===== src/rtl/cart_map_pkg.sv =====
// Shared types, idle-bus constants and the map_active decoder for the
// cartridge mapper arbiter.
package cart_map_pkg;

  typedef enum logic [1:0] {SCAN, LOCKED, FAULT} state_t;

  // The default DSP/LoROM/HiROM channel sits at index NCH, one past the last coprocessor.
  localparam int DFLT_NCH = 6;

  localparam logic       IDLE_STROBE_N = 1'b1;
  localparam logic       IDLE_IRQ_N    = 1'b1;
  localparam logic [7:0] IDLE_CPU_DI   = 8'hFF;

  // Zero maps to the default index n, one-hot to its bit index; multi-hot returns 0.
  function automatic logic onehot_to_idx(input logic [31:0] v, input int n, output int idx);
    int hits;
    hits = 0;
    idx  = n;
    for (int i = 0; i < 32; i++) begin
      if (v[i]) begin
        hits++;
        idx = i;
      end
    end
    if (hits > 1) idx = n;
    return (hits <= 1);
  endfunction

endpackage


===== src/rtl/cart_map_qualifier.sv =====
// Qualifies map_active into a locked channel selection; tracks multi-hot
// conflicts and derives the turbo permission for the locked channel.
module cart_map_qualifier
  import cart_map_pkg::*;
#(
  parameter int               NCH              = DFLT_NCH,
  parameter int               LOCK_CYCLES      = 16,
  parameter logic [NCH-1:0]   TURBO_BLOCK_MASK = 6'b001010,
  parameter int               SW               = $clog2(NCH + 1)
) (
  input  logic           mclk,
  input  logic           rst,
  input  logic [NCH-1:0] map_active,
  output state_t         state,
  output logic [SW-1:0]  cand,
  output logic [SW-1:0]  sel,
  output logic           locked,
  output logic           conflict,
  output logic [7:0]     fault_cnt,
  output logic           turbo_allow
);

  localparam int CW = $clog2(LOCK_CYCLES) + 1;

  logic          dec_valid;
  int            dec_int;
  logic [SW-1:0] dec_idx;
  logic [CW-1:0] cnt;

  always_comb begin
    dec_int   = NCH;
    dec_valid = onehot_to_idx(32'(map_active), NCH, dec_int);
    dec_idx   = SW'(dec_int);
  end

  function automatic logic turbo_blocked(input logic [SW-1:0] idx);
    logic b;
    b = 1'b0;
    for (int i = 0; i < NCH; i++)
      if (idx == SW'(i)) b = TURBO_BLOCK_MASK[i];
    return b;
  endfunction

  // cand keeps tracking the decode during reset so a channel held through reset locks LOCK_CYCLES edges after release.
  always_ff @(posedge mclk) begin
    if (rst) begin
      state       <= SCAN;
      cand        <= dec_idx;
      cnt         <= '0;
      sel         <= SW'(NCH);
      locked      <= 1'b0;
      conflict    <= 1'b0;
      fault_cnt   <= '0;
      turbo_allow <= 1'b0;
    end else begin
      case (state)
        SCAN: begin
          if (!dec_valid) begin
            state    <= FAULT;
            conflict <= 1'b1;
            if (fault_cnt != 8'hFF) fault_cnt <= fault_cnt + 8'd1;
          end else if (dec_idx != cand) begin
            cand <= dec_idx;
            cnt  <= '0;
          end else if (cnt == CW'(LOCK_CYCLES - 1)) begin
            state       <= LOCKED;
            sel         <= cand;
            locked      <= 1'b1;
            turbo_allow <= ~turbo_blocked(cand);
          end else begin
            cnt <= cnt + CW'(1);
          end
        end
        LOCKED: begin
          if (!dec_valid || dec_idx != sel) begin
            locked      <= 1'b0;
            sel         <= SW'(NCH);
            turbo_allow <= 1'b0;
            cnt         <= '0;
            cand        <= dec_idx;
            if (!dec_valid) begin
              state    <= FAULT;
              conflict <= 1'b1;
              if (fault_cnt != 8'hFF) fault_cnt <= fault_cnt + 8'd1;
            end else begin
              state <= SCAN;
            end
          end
        end
        FAULT: begin
          if (dec_valid) begin
            state <= SCAN;
            cand  <= dec_idx;
            cnt   <= '0;
          end
        end
        default: state <= SCAN;
      endcase
    end
  end

endmodule


===== src/rtl/cart_map_arbiter.sv =====
// Routes one coprocessor mapper channel, or the default channel, onto the
// shared ROM/BSRAM/CPU/IRQ buses, idling all strobes until a selection locks.
module cart_map_arbiter
  import cart_map_pkg::*;
#(
  parameter int             NCH              = DFLT_NCH,
  parameter int             AW               = 24,
  parameter int             BW               = 20,
  parameter int             LOCK_CYCLES      = 16,
  parameter int             REG_OUT          = 1,
  parameter logic [NCH-1:0] TURBO_BLOCK_MASK = 6'b001010,
  localparam int            SW               = $clog2(NCH + 1)
) (
  input  logic              mclk,
  input  logic              rst,
  input  logic [NCH-1:0]    map_active,
  input  logic [8*NCH-1:0]  ch_do,
  input  logic [NCH-1:0]    ch_irq_n,
  input  logic [AW*NCH-1:0] ch_rom_addr,
  input  logic [16*NCH-1:0] ch_rom_d,
  input  logic [NCH-1:0]    ch_rom_ce_n,
  input  logic [NCH-1:0]    ch_rom_oe_n,
  input  logic [NCH-1:0]    ch_rom_we_n,
  input  logic [NCH-1:0]    ch_rom_word,
  input  logic [BW*NCH-1:0] ch_bsram_addr,
  input  logic [8*NCH-1:0]  ch_bsram_d,
  input  logic [NCH-1:0]    ch_bsram_ce_n,
  input  logic [NCH-1:0]    ch_bsram_oe_n,
  input  logic [NCH-1:0]    ch_bsram_we_n,
  input  logic [7:0]        dflt_do,
  input  logic              dflt_irq_n,
  input  logic [AW-1:0]     dflt_rom_addr,
  input  logic [15:0]       dflt_rom_d,
  input  logic              dflt_rom_ce_n,
  input  logic              dflt_rom_oe_n,
  input  logic              dflt_rom_we_n,
  input  logic              dflt_rom_word,
  input  logic [BW-1:0]     dflt_bsram_addr,
  input  logic [7:0]        dflt_bsram_d,
  input  logic              dflt_bsram_ce_n,
  input  logic              dflt_bsram_oe_n,
  input  logic              dflt_bsram_we_n,
  output logic [7:0]        cpu_di,
  output logic              irq_n,
  output logic [AW-1:0]     rom_addr,
  output logic [15:0]       rom_d,
  output logic              rom_ce_n,
  output logic              rom_oe_n,
  output logic              rom_we_n,
  output logic              rom_word,
  output logic [BW-1:0]     bsram_addr,
  output logic [7:0]        bsram_d,
  output logic              bsram_ce_n,
  output logic              bsram_oe_n,
  output logic              bsram_we_n,
  output logic [SW-1:0]     sel,
  output logic              locked,
  output logic              conflict,
  output logic [7:0]        fault_cnt,
  output logic              turbo_allow
);

  state_t        state;
  logic [SW-1:0] cand;
  logic [SW-1:0] route_idx;
  logic          idle;

  logic [7:0]    cpu_di_p0, bsram_d_p0;
  logic [AW-1:0] rom_addr_p0;
  logic [15:0]   rom_d_p0;
  logic [BW-1:0] bsram_addr_p0;
  logic          irq_n_p0, rom_ce_n_p0, rom_oe_n_p0, rom_we_n_p0, rom_word_p0;
  logic          bsram_ce_n_p0, bsram_oe_n_p0, bsram_we_n_p0;

  cart_map_qualifier #(
    .NCH              (NCH),
    .LOCK_CYCLES      (LOCK_CYCLES),
    .TURBO_BLOCK_MASK (TURBO_BLOCK_MASK),
    .SW               (SW)
  ) u_qualifier (
    .mclk        (mclk),
    .rst         (rst),
    .map_active  (map_active),
    .state       (state),
    .cand        (cand),
    .sel         (sel),
    .locked      (locked),
    .conflict    (conflict),
    .fault_cnt   (fault_cnt),
    .turbo_allow (turbo_allow)
  );

  // p0: channel mux; FAULT routes the default channel, SCAN previews the candidate
  always_comb begin
    idle      = (state != LOCKED);
    route_idx = (state == LOCKED) ? sel : (state == FAULT) ? SW'(NCH) : cand;

    cpu_di_p0     = dflt_do;
    irq_n_p0      = dflt_irq_n;
    rom_addr_p0   = dflt_rom_addr;
    rom_d_p0      = dflt_rom_d;
    rom_ce_n_p0   = dflt_rom_ce_n;
    rom_oe_n_p0   = dflt_rom_oe_n;
    rom_we_n_p0   = dflt_rom_we_n;
    rom_word_p0   = dflt_rom_word;
    bsram_addr_p0 = dflt_bsram_addr;
    bsram_d_p0    = dflt_bsram_d;
    bsram_ce_n_p0 = dflt_bsram_ce_n;
    bsram_oe_n_p0 = dflt_bsram_oe_n;
    bsram_we_n_p0 = dflt_bsram_we_n;
    for (int i = 0; i < NCH; i++) begin
      if (route_idx == SW'(i)) begin
        cpu_di_p0     = ch_do[i*8 +: 8];
        irq_n_p0      = ch_irq_n[i];
        rom_addr_p0   = ch_rom_addr[i*AW +: AW];
        rom_d_p0      = ch_rom_d[i*16 +: 16];
        rom_ce_n_p0   = ch_rom_ce_n[i];
        rom_oe_n_p0   = ch_rom_oe_n[i];
        rom_we_n_p0   = ch_rom_we_n[i];
        rom_word_p0   = ch_rom_word[i];
        bsram_addr_p0 = ch_bsram_addr[i*BW +: BW];
        bsram_d_p0    = ch_bsram_d[i*8 +: 8];
        bsram_ce_n_p0 = ch_bsram_ce_n[i];
        bsram_oe_n_p0 = ch_bsram_oe_n[i];
        bsram_we_n_p0 = ch_bsram_we_n[i];
      end
    end

    if (idle) begin
      cpu_di_p0     = IDLE_CPU_DI;
      irq_n_p0      = IDLE_IRQ_N;
      rom_ce_n_p0   = IDLE_STROBE_N;
      rom_oe_n_p0   = IDLE_STROBE_N;
      rom_we_n_p0   = IDLE_STROBE_N;
      bsram_ce_n_p0 = IDLE_STROBE_N;
      bsram_oe_n_p0 = IDLE_STROBE_N;
      bsram_we_n_p0 = IDLE_STROBE_N;
    end
  end

  // p1: optional output register stage
  generate
    if (REG_OUT != 0) begin : g_reg_out
      always_ff @(posedge mclk) begin
        if (rst) begin
          cpu_di     <= IDLE_CPU_DI;
          irq_n      <= IDLE_IRQ_N;
          rom_addr   <= '0;
          rom_d      <= '0;
          rom_ce_n   <= IDLE_STROBE_N;
          rom_oe_n   <= IDLE_STROBE_N;
          rom_we_n   <= IDLE_STROBE_N;
          rom_word   <= 1'b0;
          bsram_addr <= '0;
          bsram_d    <= '0;
          bsram_ce_n <= IDLE_STROBE_N;
          bsram_oe_n <= IDLE_STROBE_N;
          bsram_we_n <= IDLE_STROBE_N;
        end else begin
          cpu_di     <= cpu_di_p0;
          irq_n      <= irq_n_p0;
          rom_addr   <= rom_addr_p0;
          rom_d      <= rom_d_p0;
          rom_ce_n   <= rom_ce_n_p0;
          rom_oe_n   <= rom_oe_n_p0;
          rom_we_n   <= rom_we_n_p0;
          rom_word   <= rom_word_p0;
          bsram_addr <= bsram_addr_p0;
          bsram_d    <= bsram_d_p0;
          bsram_ce_n <= bsram_ce_n_p0;
          bsram_oe_n <= bsram_oe_n_p0;
          bsram_we_n <= bsram_we_n_p0;
        end
      end
    end else begin : g_comb_out
      assign cpu_di     = cpu_di_p0;
      assign irq_n      = irq_n_p0;
      assign rom_addr   = rom_addr_p0;
      assign rom_d      = rom_d_p0;
      assign rom_ce_n   = rom_ce_n_p0;
      assign rom_oe_n   = rom_oe_n_p0;
      assign rom_we_n   = rom_we_n_p0;
      assign rom_word   = rom_word_p0;
      assign bsram_addr = bsram_addr_p0;
      assign bsram_d    = bsram_d_p0;
      assign bsram_ce_n = bsram_ce_n_p0;
      assign bsram_oe_n = bsram_oe_n_p0;
      assign bsram_we_n = bsram_we_n_p0;
    end
  endgenerate

endmodule


===== config.mk =====
export PLATFORM = sky130hd
export DESIGN_NAME = cart_map_arbiter
export DESIGN_NICKNAME = d
export VERILOG_FILES = /design/src/rtl/cart_map_pkg.sv /design/src/rtl/cart_map_qualifier.sv /design/src/rtl/cart_map_arbiter.sv
export SDC_FILE = /design/constraint.sdc
export NUM_CORES = 1
export LEC_CHECK = 0
export ABC_AREA = 1
export BUFFER_PORTS_ARGS = -buffer_cell sky130_fd_sc_hd__buf_4
export CAP_MARGIN = 30
export CORE_AREA = 2 2 269 271
export CTS_CLUSTER_DIAMETER = 120
export DETAILED_ROUTE_END_ITERATION = 10
export DIE_AREA = 0 0 271 273
export SLEW_MARGIN = 10
export SYNTH_ARGS = -nofsm -noshare
export SYNTH_HDL_FRONTEND = slang
export SYNTH_HIERARCHICAL = 1
export SYNTH_SLANG_ARGS = --single-unit

===== constraint.sdc =====
create_clock -name mclk -period 6.24 [get_ports mclk]
set_input_delay 0 -clock mclk [delete_from_list [all_inputs] [get_ports mclk]]
set_output_delay 0 -clock mclk [all_outputs]
set_load 0.01 [all_outputs]

==> impl_metrics.json <==
{
  "die-area_um2": 74000,
  "vias": 15400,
  "syn_nets": 2342,
  "die_w_um": 271,
  "place_inst": 3262,
  "htreeDepth": 3,
  "synth_edf_count": 3,
  "final.period_utilization": 0.778,
  "grt_pass1_wl_um": 102000,
  "path_class": "reg -> reg",
  "power_density_nw_per_um2": 267,
  "worstMarginPinSlew_ns": 0.894,
  "gp_congestion": 1.01,
  "critPathArrivalTime_ns": 5.16,
  "initialDrtViolationCount": 1015,
  "end_kind": "flop",
  "die_y_um": 273,
  "layout_commonest_cell": "buf_4",
  "cts_setup_buffers": 0,
  "portBuffers": 693,
  "finalWirelength_um": 72900,
  "rsz0062_at_grt": "no",
  "synthesis.area_um2": 9950,
  "layoutNonFillerInstCount": 3450,
  "firstDrtPassIters": 5,
  "grt_use_total": 0.188,
  "wl_per_cell_um": 21.1,
  "synth_area_leaders": "dfxtp_1, nand2_1, nand3_1",
  "dpl_cell_area_um2": 16000,
  "dpl.hpwl_um": 54100,
  "timing.slew.headroom": 0.404,
  "yosysWarnings": 6,
  "synthArstFlopShare": 0,
  "synth-seq-area-share": 0.220,
  "io_pins": 694,
  "ys.flop_type": "dfxtp_1",
  "tns_ns": 0,
  "whs_path_depth": 5,
  "grt_pass1_vias": 15400,
  "finClkSkew_ns": 0.0172,
  "synth_cells": 1734,
  "layout_common_cells": "buf_4, nand2_1, nand3_1, nor2_1, dlygate4sd3_1",
  "cts_tree": "yes",
  "hold_violations": 0,
  "syn_area_per_cell_um2": 5.74,
  "cap_violations": 0,
  "viasPerCell": 4.46,
  "r2r.worst_path.cells": 15,
  "fillers": 8005,
  "core_um2": 71000,
  "route.detailed.drc": 0,
  "power.total_mw": 4.80,
  "synth_top_area_share": 0.211,
  "clk_pin_slew_ns": 0.11,
  "syn2layout_area_growth_pct": 80.4,
  "hp-class": "in -> reg",
  "grt_max_degree": 86,
  "layout.nets": 3100,
  "fp-row-count": 98,
  "setup_viol": 0,
  "cts_sinks": 108,
  "yosys_register_bits": 108,
  "fmax_mhz": 206,
  "ant_nets": 0,
  "cts_buffers": 9,
  "post-synth-top-area-cell": "dfxtp_1",
  "antenna_found_initial": 6,
  "cts_root_buffer": "clkbuf_16",
  "required_ns": 6.55,
  "yosysUniqueCellTypes": 42,
  "status": "complete, no violations",
  "p_leak_nw": 8.83,
  "clock_latency_ns": 0.41,
  "maxSlewViolCount": 0,
  "cts.repair.resized": 0,
  "crit_fanout": 47,
  "overflow": 0,
  "ir_worst_vdd_v": 0.000139,
  "fin_crit_ns": 4.85,
  "cts_max_path_buffers": 2,
  "layout-drive-gt1-share": 0.326,
  "critPathLaunchType": "flop",
  "hold_buffers": 169,
  "start_util": 0.140,
  "stdcell_area_um2": 18000
}
logic make-up after synthesis:
| logic type | synth area share |
|---|---|
| adders and majority gates | 0.0151 |
| AOI/OAI and AO/OA | 0.132 |
| DFF | 0.220 |
| xor gates and xnor gates | 0.00440 |
| and+or+nand+nor | 0.522 |
| buffers and inverters | 0.106 |
worst max-delay path, cell delays in order, from the launching register on:
cell	delay, ns
dfxtp_1	0.41
inv_1	0.08
nand2_2	0.10
nand2_1	0.10
nand2_4	0.52
inv_2	0.18
buf_4	0.32
nor2_4	0.62
inv_4	0.40
buf_4	0.43
nand3_1	0.16
nand3_1	0.07
nand2_1	0.09
dlygate4sd3_1	0.54
a21oi_1	0.05
dlygate4sd3_1	0.57
metal layers:
layer | GRT usage | up-vias | wire [µm]
met3 | 0.0396 | 154 | 5480
li1 | - | 7273 | -
met1 | 0.220 | 7091 | 28800
met5 | 0 | - | 27
met4 | 0.0941 | 4 | 3670
met2 | 0.323 | 852 | 34900
final timing paths:
path	startpoint	endpoint	slack (ns)
max reg2reg	u_qualifier/state[1]$_SDFFE_PP0P_	bsram_d[7]$_SDFF_PP0_	1.39
min reg2reg	u_qualifier/turbo_allow$_SDFFE_PP0P_	u_qualifier/turbo_allow$_SDFFE_PP0P_	0.47
min	ch_do[35]	cpu_di[3]$_SDFF_PP1_	0.03
max	u_qualifier/state[1]$_SDFFE_PP0P_	bsram_d[7]$_SDFF_PP0_	1.39
synthesized netlist by cell type (all sizes together), types with 3 or more instances:
library cell and number:
buf 73, ha 12, nand2 417, nand3 270, edfxtp 3, a21oi 162, or2 89, dfxtp 105
clkbuf 65, nor3 5, nor2 209, nand4 111, xor2 3, o21ai 86, inv 112
state kept, by name, indices dropped and copies added, names as in the netlist, 2 cells and up:
signal,cells
bsram_addr,20
bsram_d,8
cpu_di,8
rom_addr,24
rom_d,16
u_qualifier/cand,3
u_qualifier/cnt,5
u_qualifier/fault_cnt,8
u_qualifier/sel,3
u_qualifier/state,2
stage by stage:
| stage | utilization | hold slack, ns | setup slack, ns |
|---|---|---|---|
| 2_1_floorplan | - | 0.126 | 3.52 |
| 3_3_place_gp | 0.225 | 0.215 | 2.35 |
| 3_5_place_dp | 0.225 | 0.215 | 2.36 |
| 4_1_cts | 0.253 | 0.00386 | 1.35 |
| 5_1_grt | 0.253 | 0.0526 | 1.04 |
| 6_report | 0.253 | 0.0287 | 1.39 |
final cells by class:
type | instances | area, µm² | share of cell area
Inverter | 113 | 429 | 0.0239
Antenna cell | 3 | 7.51 | 0.000418
Tap cell | 950 | 1190 | 0.0662
Timing Repair Buffer | 885 | 7100 | 0.396
Clock buffer | 10 | 229 | 0.0128
Clock inverter | 6 | 60.1 | 0.00334
Multi-Input combinational cell | 1375 | 6740 | 0.376
Sequential cell | 108 | 2190 | 0.122
where the power goes:
group | switching (mW) | leakage (nW) | internal (mW)
Combinational | 1.87 | 7.80 | 1.24
Clock | 0.388 | 0.134 | 0.283
Sequential | 0.117 | 0.895 | 0.904
No activity file was read; power rests on OpenSTA's default activity.
